--- config.mk ---
export PLATFORM = sky130hd
export DESIGN_NAME = axi_io_pmp_rd_ctrl
export DESIGN_NICKNAME = d
export VERILOG_FILES = /design/src/rtl/axi_io_pmp_rd_ctrl.sv
export SDC_FILE = /design/constraint.sdc
export NUM_CORES = 1
export LEC_CHECK = 0
export CAP_MARGIN = 20
export CELL_PAD_IN_SITES_DETAIL_PLACEMENT = 0
export CELL_PAD_IN_SITES_GLOBAL_PLACEMENT = 1
export CORE_AREA = 2 2 183 185
export CTS_BUF_LIST = sky130_fd_sc_hd__clkbuf_4 sky130_fd_sc_hd__clkbuf_8 sky130_fd_sc_hd__clkbuf_16
export DETAILED_ROUTE_END_ITERATION = 16
export DIE_AREA = 0 0 185 187
export PLACE_DENSITY_LB_ADDON = 0.1
export SYNTH_ARGS = -nofsm -noshare
export SYNTH_HDL_FRONTEND = slang
export SYNTH_SLANG_ARGS = --single-unit
--- constraint.sdc ---
create_clock -name clk_i -period 6.2 [get_ports clk_i]
set_clock_uncertainty 0.15 [all_clocks]
set_input_delay 0.93 -clock clk_i [delete_from_list [all_inputs] [get_ports clk_i]]
set_output_delay 0.93 -clock clk_i [all_outputs]
set_load 0.02 [all_outputs]
--- src/rtl/axi_io_pmp_rd_ctrl.sv ---
// ---------------------------------------------------------------------------
// axi_io_pmp_rd_ctrl
//
// Read-channel sequencer for the AXI IO-PMP. Holds one slave-side AR request
// at a time, presents its address to an external combinational PMP checker,
// then either forwards the request to the master port or, if the access is
// denied, completes it locally with SLVERR beats. Also records the first
// denied read and a saturating count of denials.
//
// Ports
//   clk_i, rst_ni           clock, asynchronous active-low reset
//   s_ar_*                  slave AR channel (request in)
//   m_ar_*                  master AR channel (registered request out)
//   m_r_*                   master R channel (downstream data in)
//   s_r_*                   slave R channel (data / SLVERR beats out)
//   pmp_addr_o              address under check (latched AR address, PLEN bits)
//   pmp_allow_i             combinational PMP read verdict for pmp_addr_o
//   fault_valid_o           sticky: a denied read has been recorded
//   fault_addr_o/fault_id_o address/id of the first denied read since clear
//   fault_cnt_o             number of denied reads, saturating at 16'hFFFF
//   fault_clear_i           one-cycle pulse clearing fault_valid_o/fault_cnt_o
// ---------------------------------------------------------------------------
module axi_io_pmp_rd_ctrl #(
  parameter int ADDR_WIDTH      = 64,
  parameter int ID_WIDTH        = 8,
  parameter int DATA_WIDTH      = 64,
  parameter int PLEN            = 56,
  parameter int MAX_OUTSTANDING = 8
) (
  input  logic                  clk_i,
  input  logic                  rst_ni,
  // slave AR
  input  logic                  s_ar_valid_i,
  output logic                  s_ar_ready_o,
  input  logic [ADDR_WIDTH-1:0] s_ar_addr_i,
  input  logic [ID_WIDTH-1:0]   s_ar_id_i,
  input  logic [7:0]            s_ar_len_i,
  input  logic [2:0]            s_ar_size_i,
  input  logic [1:0]            s_ar_burst_i,
  // master AR
  output logic                  m_ar_valid_o,
  input  logic                  m_ar_ready_i,
  output logic [ADDR_WIDTH-1:0] m_ar_addr_o,
  output logic [ID_WIDTH-1:0]   m_ar_id_o,
  output logic [7:0]            m_ar_len_o,
  output logic [2:0]            m_ar_size_o,
  output logic [1:0]            m_ar_burst_o,
  // master R
  input  logic                  m_r_valid_i,
  output logic                  m_r_ready_o,
  input  logic [DATA_WIDTH-1:0] m_r_data_i,
  input  logic [ID_WIDTH-1:0]   m_r_id_i,
  input  logic [1:0]            m_r_resp_i,
  input  logic                  m_r_last_i,
  // slave R
  output logic                  s_r_valid_o,
  input  logic                  s_r_ready_i,
  output logic [DATA_WIDTH-1:0] s_r_data_o,
  output logic [ID_WIDTH-1:0]   s_r_id_o,
  output logic [1:0]            s_r_resp_o,
  output logic                  s_r_last_o,
  // PMP checker
  output logic [PLEN-1:0]       pmp_addr_o,
  input  logic                  pmp_allow_i,
  // fault log
  output logic                  fault_valid_o,
  output logic [ADDR_WIDTH-1:0] fault_addr_o,
  output logic [ID_WIDTH-1:0]   fault_id_o,
  output logic [15:0]           fault_cnt_o,
  input  logic                  fault_clear_i
);

  localparam int CNT_W = $clog2(MAX_OUTSTANDING + 1);
  localparam logic [CNT_W-1:0] MAX_CNT = CNT_W'(MAX_OUTSTANDING);

  localparam logic [1:0] IDLE  = 2'd0;
  localparam logic [1:0] CHECK = 2'd1;
  localparam logic [1:0] FWD   = 2'd2;
  localparam logic [1:0] ERR   = 2'd3;

  localparam logic [1:0] RESP_SLVERR = 2'b10;

  logic [1:0]            state;
  logic [1:0]            state_nxt;

  logic [ADDR_WIDTH-1:0] lat_addr;
  logic [ID_WIDTH-1:0]   lat_id;
  logic [7:0]            lat_len;
  logic [2:0]            lat_size;
  logic [1:0]            lat_burst;

  logic [7:0]            beat_cnt;
  logic [CNT_W-1:0]      out_cnt;

  logic                  ar_hs;
  logic                  m_ar_hs;
  logic                  m_r_last_hs;
  logic                  err_beat_hs;
  logic                  fwd_ok;
  logic                  deny_rec;
  logic                  in_err;

  function automatic logic [15:0] sat_inc16(input logic [15:0] v);
    return (v == 16'hFFFF) ? v : v + 16'd1;
  endfunction

  assign in_err      = (state == ERR);
  assign ar_hs       = s_ar_valid_i && s_ar_ready_o;
  assign m_ar_hs     = m_ar_valid_o && m_ar_ready_i;
  assign m_r_last_hs = m_r_valid_i && m_r_ready_o && m_r_last_i;
  assign err_beat_hs = in_err && s_r_ready_i;

  // A denied request is only completed locally once nothing forwarded is
  // still in flight, so its SLVERR beats cannot overtake earlier responses.
  assign fwd_ok   = (state == CHECK) && pmp_allow_i && (out_cnt < MAX_CNT);
  assign deny_rec = (state == CHECK) && !pmp_allow_i && (out_cnt == '0);

  // AR side
  assign s_ar_ready_o = (state == IDLE);
  assign m_ar_valid_o = (state == FWD);
  assign m_ar_addr_o  = lat_addr;
  assign m_ar_id_o    = lat_id;
  assign m_ar_len_o   = lat_len;
  assign m_ar_size_o  = lat_size;
  assign m_ar_burst_o = lat_burst;
  assign pmp_addr_o   = lat_addr[PLEN-1:0];

  // R side: local SLVERR beats while in ERR, transparent passthrough otherwise
  assign s_r_valid_o = in_err ? 1'b1 : m_r_valid_i;
  assign s_r_data_o  = in_err ? {DATA_WIDTH{1'b1}} : m_r_data_i;
  assign s_r_id_o    = in_err ? lat_id : m_r_id_i;
  assign s_r_resp_o  = in_err ? RESP_SLVERR : m_r_resp_i;
  assign s_r_last_o  = in_err ? (beat_cnt == 8'd0) : m_r_last_i;
  assign m_r_ready_o = in_err ? 1'b0 : s_r_ready_i;

  always_comb begin
    state_nxt = state;
    case (state)
      IDLE:    if (ar_hs) state_nxt = CHECK;
      CHECK: begin
        if (fwd_ok)        state_nxt = FWD;
        else if (deny_rec) state_nxt = ERR;
      end
      FWD:     if (m_ar_hs) state_nxt = IDLE;
      ERR:     if (err_beat_hs && s_r_last_o) state_nxt = IDLE;
      default: state_nxt = IDLE;
    endcase
  end

  always_ff @(posedge clk_i or negedge rst_ni) begin
    if (!rst_ni) state <= IDLE;
    else         state <= state_nxt;
  end

  // Request payload is captured once on acceptance and held for the whole
  // CHECK/FWD/ERR lifetime, which keeps m_ar_* stable while m_ar_valid_o waits.
  always_ff @(posedge clk_i or negedge rst_ni) begin
    if (!rst_ni) begin
      lat_addr  <= '0;
      lat_id    <= '0;
      lat_len   <= '0;
      lat_size  <= '0;
      lat_burst <= '0;
    end else if (ar_hs) begin
      lat_addr  <= s_ar_addr_i;
      lat_id    <= s_ar_id_i;
      lat_len   <= s_ar_len_i;
      lat_size  <= s_ar_size_i;
      lat_burst <= s_ar_burst_i;
    end
  end

  // Remaining SLVERR beats after the current one; the final beat leaves it at 0.
  always_ff @(posedge clk_i or negedge rst_ni) begin
    if (!rst_ni) begin
      beat_cnt <= 8'd0;
    end else if (deny_rec) begin
      beat_cnt <= lat_len;
    end else if (err_beat_hs && (beat_cnt != 8'd0)) begin
      beat_cnt <= beat_cnt - 8'd1;
    end
  end

  // Forwarded reads still awaiting their last R beat.
  always_ff @(posedge clk_i or negedge rst_ni) begin
    if (!rst_ni) begin
      out_cnt <= '0;
    end else begin
      case ({m_ar_hs, m_r_last_hs})
        2'b10:   out_cnt <= out_cnt + CNT_W'(1);
        2'b01:   out_cnt <= out_cnt - CNT_W'(1);
        default: out_cnt <= out_cnt;
      endcase
    end
  end

  // Fault log. A clear coinciding with a new denial wipes the old record
  // first, so the new denial becomes the first fault with a count of one.
  always_ff @(posedge clk_i or negedge rst_ni) begin
    if (!rst_ni) begin
      fault_valid_o <= 1'b0;
      fault_addr_o  <= '0;
      fault_id_o    <= '0;
      fault_cnt_o   <= 16'd0;
    end else if (fault_clear_i) begin
      fault_valid_o <= deny_rec;
      fault_cnt_o   <= deny_rec ? 16'd1 : 16'd0;
      if (deny_rec) begin
        fault_addr_o <= lat_addr;
        fault_id_o   <= lat_id;
      end
    end else if (deny_rec) begin
      fault_cnt_o <= sat_inc16(fault_cnt_o);
      if (!fault_valid_o) begin
        fault_valid_o <= 1'b1;
        fault_addr_o  <= lat_addr;
        fault_id_o    <= lat_id;
      end
    end
  end

endmodule

==> results by group, run 1 <==
Synthesis
  • Combinational family with the most area after synthesis: multiplexers
  • Adder-cell share of the synthesized area: 0.8658%
  • Synth Area in Compound Gates: 3.925%
  • Synth area leader: dfrtp_1
  • Top-count cell post-synth: dfrtp_1
  • Number of synthesized flops with an enable pin: 0
  • Syn Area/Cell: 12.79 µm²
  • XOR/XNOR share of the synthesized area: 0.6061%
  • Area fraction of the dominant cell type after synthesis: 54.26%
  • Mapped Area: 8671 µm²
  • Simple-Gate Fraction of Synth Area: 11.23%
  • Syn Inst Count: 678
  • Distinct cells, synth: 48
  • Top post-synthesis cells by area: dfrtp_1 (54%), mux2_2 (21%), buf_4 (5.0%)
  • Multiplexer area fraction after synthesis: 22.21%
  • Synth Flop Type: dfrtp_1
  • Syn_nets: 852
  • Asr flop ratio synth: 100.0%
  • Synth warn: 0
  • FF+latch count, synth: 188
  • Seq/Total Area, Yosys: 54.26%
  • Most frequent cells after synthesis: dfrtp_1 (188), mux2_2 (163), nand2b_1 (67)

Clock network
  • H-tree Lvls: 4
  • CTS max path bufs: 2
  • CTS Sinks: 188
  • Root buffer cell: clkbuf_16
  • # hold bufs at CTS: 0
  • Post-CTS Resized: 0
  • Worst-skew pair later-pin latency: 0.43 ns
  • CTS buffer count: 17
  • CTS tree: built
  • CTS clk-pin slew, worst paths: 0.07 ns
  • Number of post-CTS setup repair buffers: 0

GRT
  • GRT Overall Usage: 16.93%
  • Largest net degree at the start of global routing: 90
  • Initial antenna violation count: 0
  • First-pass GRT wire length: 43820 µm
  • Number of global-route vias before repair: 7050
  • GRT Residual Overflow: 0

Layout
  • P&R area growth vs syn: 62.89%
  • Ratio of cells with drive above 1 in the final layout: 19.13%
  • Inserted Diodes: 0
  • Final nets: 1264

STA
  • Final worst-path cycle share: 67.57%
  • Final hold violation count: 0
  • Relative slew slack: 31.85%
  • Post-layout minimum cycle time: 4.190 ns
  • Fmax: 238.7 MHz
  • Setup violations, final: 0
  • Setup TNS: 0 ns
  • Slew @ Worst Pin: 1.014 ns
  • Final slew viol count: 0
  • RSZ-0062 raised after global routing: no

Route
  • Final routed DRC violation total: 0
  • Via count: 6774
  • Final ANT Viol Nets: 0
  • DR iter-0 viols: 243
  • DR pass1 iterations: 4
  • Post-DR vias/cell: 4.368
  • Total wire length: 29470 µm
  • Wire per inst: 19.00 µm

Critical path
  • CP startpoint: state[1]$_DFFE_PN0P_
  • Setup crit end kind: output pin
  • Type of origin of the critical path: register
  • Worst endpoint required time: 5.12 ns
  • Crit Path Class: register to output pin
  • Reg-to-Reg Start: state[1]$_DFFE_PN0P_
  • Max FO, Critical Path: 47
  • Arr. time, crit path: 3.11 ns
  • Flop-to-flop setup slack: 2.96 ns

Worst hold path
  • Hold_sp: fault_id_o[0]$_DFFE_PN0P_
  • Worst Hold Class: register to register

Job
  • Max_cap viols: 0

Placed design
  • Port Buffers: 476
  • GP Congestion: 0.7139
  • DP HPWL: 22100 µm

Outcome
  • Status: finished, final reports clean

Die
  • CORE AREA: 32860 µm²
  • Row cnt: 67
  • Die ar.: 34600 µm²
  • IO Pins: 477
  • Die Ht: 187 µm
  • Initial cell density of the core: 26.39%
  • DIE WIDTH: 185 µm

Pwr
  • PD cells: 523.3 nW/µm²
  • Leak Pwr: 5.799 nW
  • Max rail drop VDD: 0.2577 mV
  • Final Power: 7.390 mW
-- layout by cell type, fill, tap and decap left out, types with 2 or more instances in the layout --
cell	Yosys	routed
clkdlybuf4s50_1	0	475
dfrtp_1	188	188
mux2_2	163	163
nand2b_1	67	67
nand2_1	21	19
clkbuf_16	0	17
a21oi_1	16	16
nor2_1	13	13
or4_1	12	12
o21ai_0	10	10
o31ai_1	10	10
nand3_1	8	8
mux2_1	8	8
nand4_1	7	7
ha_1	6	6
buf_4	58	6
inv_1	5	5
nor2b_1	5	5
and2_1	4	4
xor2_1	4	4
clkinv_4	0	4
nor4_1	3	3
nor3_1	3	3
a221o_1	3	3
and4_1	3	3
bufinv_16	0	3
clkinvlp_4	0	3
inv_6	0	3
nand2_2	1	2
and3_1	2	2
xnor2_1	2	2
a21o_1	2	2
or3_1	2	2
a31oi_1	2	2
nand4b_1	2	2
o41ai_1	2	2
-- layer usage --
metal	part of all wire [%]	up-vias	GRT usage, %	wire [µm]
met3	8.4	19	5.685	2489
met1	37	3318	18.37	10900
li1	-	3153	-	-
met5	0	-	0	0
met2	53	284	31.13	15650
met4	1.5	0	4.579	428
-- through the flow --
step / area (µm²) / hold slack (ns) / setup WS, ns / util, % / std cells
after floorplan: 8671 / 0.3648 / 3.332 / - / 678
final: 14120 / 0.3449 / 2.010 / 42.98 / 1551
after global placement: 13480 / 0.3265 / 2.290 / 41.02 / 1518
after CTS: 14100 / 0.3489 / 1.940 / 42.90 / 1550
after global routing: 14120 / 0.3671 / 1.823 / 42.98 / 1551
after detailed placement: 13480 / 0.3330 / 2.243 / 41.02 / 1518
-- layout make-up --
class / count / area, µm²
inverters: 5 / 18.77
fillers: 3163 / 18740
flip-flops and latches: 188 / 4705
multi-input cells: 395 / 3383
clock buffers: 17 / 425.4
repair buffers: 483 / 4841
well taps: 448 / 560.5
clock inverters: 15 / 190.2
-- sequential cells by signal, indices dropped and copies added, names as in the netlist --
| name | count |
|---|---|
| beat_cnt | 8 |
| fault_addr_o | 64 |
| fault_cnt_o | 16 |
| fault_id_o | 8 |
| fault_valid_o | 1 |
| m_ar_addr_o | 64 |
| m_ar_burst_o | 2 |
| m_ar_id_o | 8 |
| m_ar_len_o | 8 |
| m_ar_size_o | 3 |
| out_cnt | 4 |
| state | 2 |
-- power breakdown --
part           total, mW  internal [mW]  switching (mW)
sequential          2.28           1.78           0.503
combinational       3.95           2.04            1.91
clock               1.16          0.644           0.512
-- worst max-delay path, stage by stage, from the launching register on --
cell	delay (ns)
dfrtp_1	0.55
nand2_2	0.69
buf_4	0.47
mux2_2	0.38
clkdlybuf4s50_1	0.57
-- kinds of logic after synthesis --
family	after synthesis
compound gates	52
xor+xnor	6
fa+ha+maj	6
buf+inv	95
flops	188
mux	171
simple gates	160
-- path summary, 6_finish.rpt --
check | cells past startpoint | end
min | 1 | fault_id_o[0]$_DFFE_PN0P_
min reg2reg | 1 | fault_id_o[0]$_DFFE_PN0P_
max in group asynchronous | 2 | fault_addr_o[32]$_DFFE_PN0P_
min in group asynchronous | 1 | fault_addr_o[0]$_DFFE_PN0P_
max | 4 | s_r_id_o[0]
max reg2reg | 10 | out_cnt[2]$_DFFE_PN0P_
Power figures use the tool's default switching activity.
==> inputs of run 2 (changes only) <==
--- a/config.mk
+++ b/config.mk
@@ -8,10 +8,9 @@
 export CAP_MARGIN = 20
 export CELL_PAD_IN_SITES_DETAIL_PLACEMENT = 0
 export CELL_PAD_IN_SITES_GLOBAL_PLACEMENT = 1
-export CORE_AREA = 2 2 183 185
+export CORE_UTILIZATION = 26
 export CTS_BUF_LIST = sky130_fd_sc_hd__clkbuf_4 sky130_fd_sc_hd__clkbuf_8 sky130_fd_sc_hd__clkbuf_16
 export DETAILED_ROUTE_END_ITERATION = 16
-export DIE_AREA = 0 0 185 187
 export PLACE_DENSITY_LB_ADDON = 0.1
 export SYNTH_ARGS = -nofsm -noshare
 export SYNTH_HDL_FRONTEND = slang
==> constraint.sdc (replaced) <==
create_clock -name clk_i -period 3.5 [get_ports clk_i]
set_clock_uncertainty 0.15 [all_clocks]
set_input_delay 0.525 -clock clk_i [delete_from_list [all_inputs] [get_ports clk_i]]
set_output_delay 0.525 -clock clk_i [all_outputs]
set_load 0.02 [all_outputs]
==> run 2 against run 1 <==
Compared with the run above: critical path depth up 2; hold slack got worse by 0.0045 ns; via count grew 1.8%; core utilization increased by 0.51 points; count of clock-buffer cells in the layout increased by 1; sequential share of layout area fell by 0.23 points; global-route usage is essentially flat; clock power increased by 73%; largest cell class unchanged; highest routed layer unchanged.
==> results by group, run 2 (synthesized netlist as in run 1, its figures left out) <==
Die
  • Die ar.: 34080 µm² (-1.5%)
  • DIE WIDTH: 184.6 µm (-0.21%)
  • Initial cell density of the core: 26.52% (+0.13 points)
  • CORE AREA: 32700 µm² (-0.49%)
  • Die Ht: 184.6 µm (-1.3%)
  • IO Pins: 477 (unchanged)
  • Row cnt: 66 (-1.5%)

STA
  • Fmax: 319.7 MHz
  • Post-layout minimum cycle time: 3.128 ns
  • Final worst-path cycle share: 89.37%
  • Setup violations, final: 0 (unchanged)
  • Final slew viol count: 0 (unchanged)
  • Final hold violation count: 0 (unchanged)
  • Slew @ Worst Pin: 0.6139 ns (-0.3998 ns)
  • RSZ-0062 raised after global routing: no
  • Setup TNS: 0 ns (unchanged)
  • Relative slew slack: 58.54% (+27 points)

Layout
  • Fin util: 43.49% (+0.51 points)
  • Most frequent cells in the layout: clkdlybuf4s50_1 (475), dfrtp_1 (188), mux2_2 (163)
  • Final nets: 1273 (+0.71%)
  • P&R area growth vs syn: 64.03%
  • Multi-input logic area: 3383 µm² (unchanged)
  • Most common cell after layout, fill and taps aside: clkdlybuf4s50_1
  • Fillers: 3071 (-2.9%)
  • Sequential cell area: 4705 µm² (unchanged)
  • Inserted Diodes: 0 (unchanged)
  • Post-route cell area: 14220 µm² (+0.70%)
  • Ratio of cells with drive above 1 in the final layout: 19.62% (+0.49 points)

Route
  • DR iter-0 viols: 199 (-18%)
  • Wire per inst: 19.14 µm (+0.73%)
  • Total wire length: 29720 µm (+0.86%)
  • Final ANT Viol Nets: 0 (unchanged)
  • Via count: 6894 (+1.8%)
  • DR pass1 iterations: 4 (unchanged)
  • Final routed DRC violation total: 0 (unchanged)
  • Post-DR vias/cell: 4.439 (+1.6%)

Job
  • Max_cap viols: 0 (unchanged)

Pwr
  • Sw Ratio: 39.67% (+0.075 points)
  • Comb pwr share: 54.2% (+0.7 points)
  • Max rail drop VDD: 0.4960 mV (+92%)
  • Final Power: 13.12 mW (+78%)
  • Leak Pwr: 5.857 nW (+1.0%)
  • P_int: 7.916 mW (+77%)
  • Sequential power share: 30.4% (-0.5 points)
  • PD cells: 922.6 nW/µm² (+76%)
  • Clock network fraction of total power: 15.3% (-0.3 points)
  • Sw power: 5.205 mW (+78%)

Critical path
  • Crit Path Class: register to output pin
  • Setup crit end kind: output pin
  • Max FO, Critical Path: 5 (-89%)
  • Crit path max-delay cell type: clkdlybuf4s50_1
  • Worst endpoint required time: 2.82 ns (-2.30 ns)
  • Arr. time, crit path: 2.45 ns (-0.66 ns)
  • Type of origin of the critical path: register
  • Max incr delay on CP: 0.69 ns (about the same)
  • Critical path, cell by cell: inv_1 -> ha_1 -> nor3b_1 -> nand2_1 -> o21ai_0 -> clkdlybuf4s50_1

Clock network
  • CTS tree: built
  • CTS clk-pin slew, worst paths: 0.07 ns (about the same)
  • Number of post-CTS setup repair buffers: 0 (unchanged)
  • Root buffer cell: clkbuf_16
  • CTS max path bufs: 2 (unchanged)
  • H-tree Lvls: 4 (unchanged)
  • CTS buffer count: 17 (unchanged)
  • CTS Sinks: 188 (unchanged)
  • Worst-skew pair later-pin latency: 0.44 ns (about the same)

GRT
  • Initial antenna violation count: 0 (unchanged)
  • Largest net degree at the start of global routing: 87 (-3.3%)
  • First-pass GRT wire length: 42880 µm (-2.1%)
  • GRT Residual Overflow: 0 (unchanged)
  • GRT Overall Usage: 16.97% (+0.040 points)
  • Number of global-route vias before repair: 6865 (-2.6%)

Placed design
  • Port Buffers: 476 (unchanged)
  • DP HPWL: 22070 µm (-0.12%)
  • GP Congestion: 0.7640 (+7.0%)
  • Post-DP Area: 13620 µm² (+1.0%)

Outcome
  • Status: finished, final reports clean

Worst hold path
  • Worst Hold Class: register to register
run 2: worst paths after layout:
kind                       slack [ns]                      start                      endpoint  cells after the start
max                              0.37    beat_cnt[0]$_DFFE_PN0P_                    s_r_last_o                      6
min                              0.34  fault_id_o[1]$_DFFE_PN0P_     fault_id_o[1]$_DFFE_PN0P_                      1
max reg2reg                      1.06       state[1]$_DFFE_PN0P_   fault_cnt_o[13]$_DFFE_PN0P_                      5
min reg2reg                      0.34  fault_id_o[1]$_DFFE_PN0P_     fault_id_o[1]$_DFFE_PN0P_                      1
max in group asynchronous        1.86                     rst_ni  fault_addr_o[59]$_DFFE_PN0P_                      3
min in group asynchronous        0.51                     rst_ni   fault_addr_o[5]$_DFFE_PN0P_                      2
run 2: timing repair:
item                                   in CTS  in global routing
hold buffers                                1                  0
endpoints found under the hold margin      58                  0
resized for setup                           0                  0
run 2: critical path, delay by kind of cell (launching register included):
kind	cells	cell delay, ns
buffers and inverters	2	0.79
and+or+nand+nor	2	0.47
DFF	1	0.42
adders and majority gates	1	0.18
AOI/OAI and AO/OA	1	0.16
run 2: metrics by stage:
stage	setup slack, ns	std cells	hold WS [ns]
3_3_place_gp	0.6865	1521	0.3256
2_1_floorplan	0.6323	678	0.07941
5_1_grt	0.1837	1553	0.3591
3_5_place_dp	0.6566	1521	0.3306
6_report	0.3719	1553	0.3404
4_1_cts	0.2966	1553	0.3472
run 2: routing by layer:
layer	GRT usage, %	wire (µm)
met2	30.34	15320
met3	6.007	2685
met4	5.455	596
met1	18.63	11120
met5	0	0
run 2: power by group through the flow:
stage	Clock (mW)	Combinational, mW	Sequential [mW]
after floorplan	0	2.83	4.96
after global placement	0	7.21	4.05
after detailed placement	0	7.20	4.05
after CTS	2.08	7.23	4.03
after global routing	2.16	7.52	4.17
final	2.01	7.12	3.99
run 2: final cells by class:
class / count / area share (%)
inverters: 5 / 0.1320
repair buffers: 492 / 34.92
clock inverters: 13 / 1.108
flip-flops and latches: 188 / 33.08
well taps: 442 / 3.888
clock buffers: 18 / 3.088
multi-input cells: 395 / 23.79
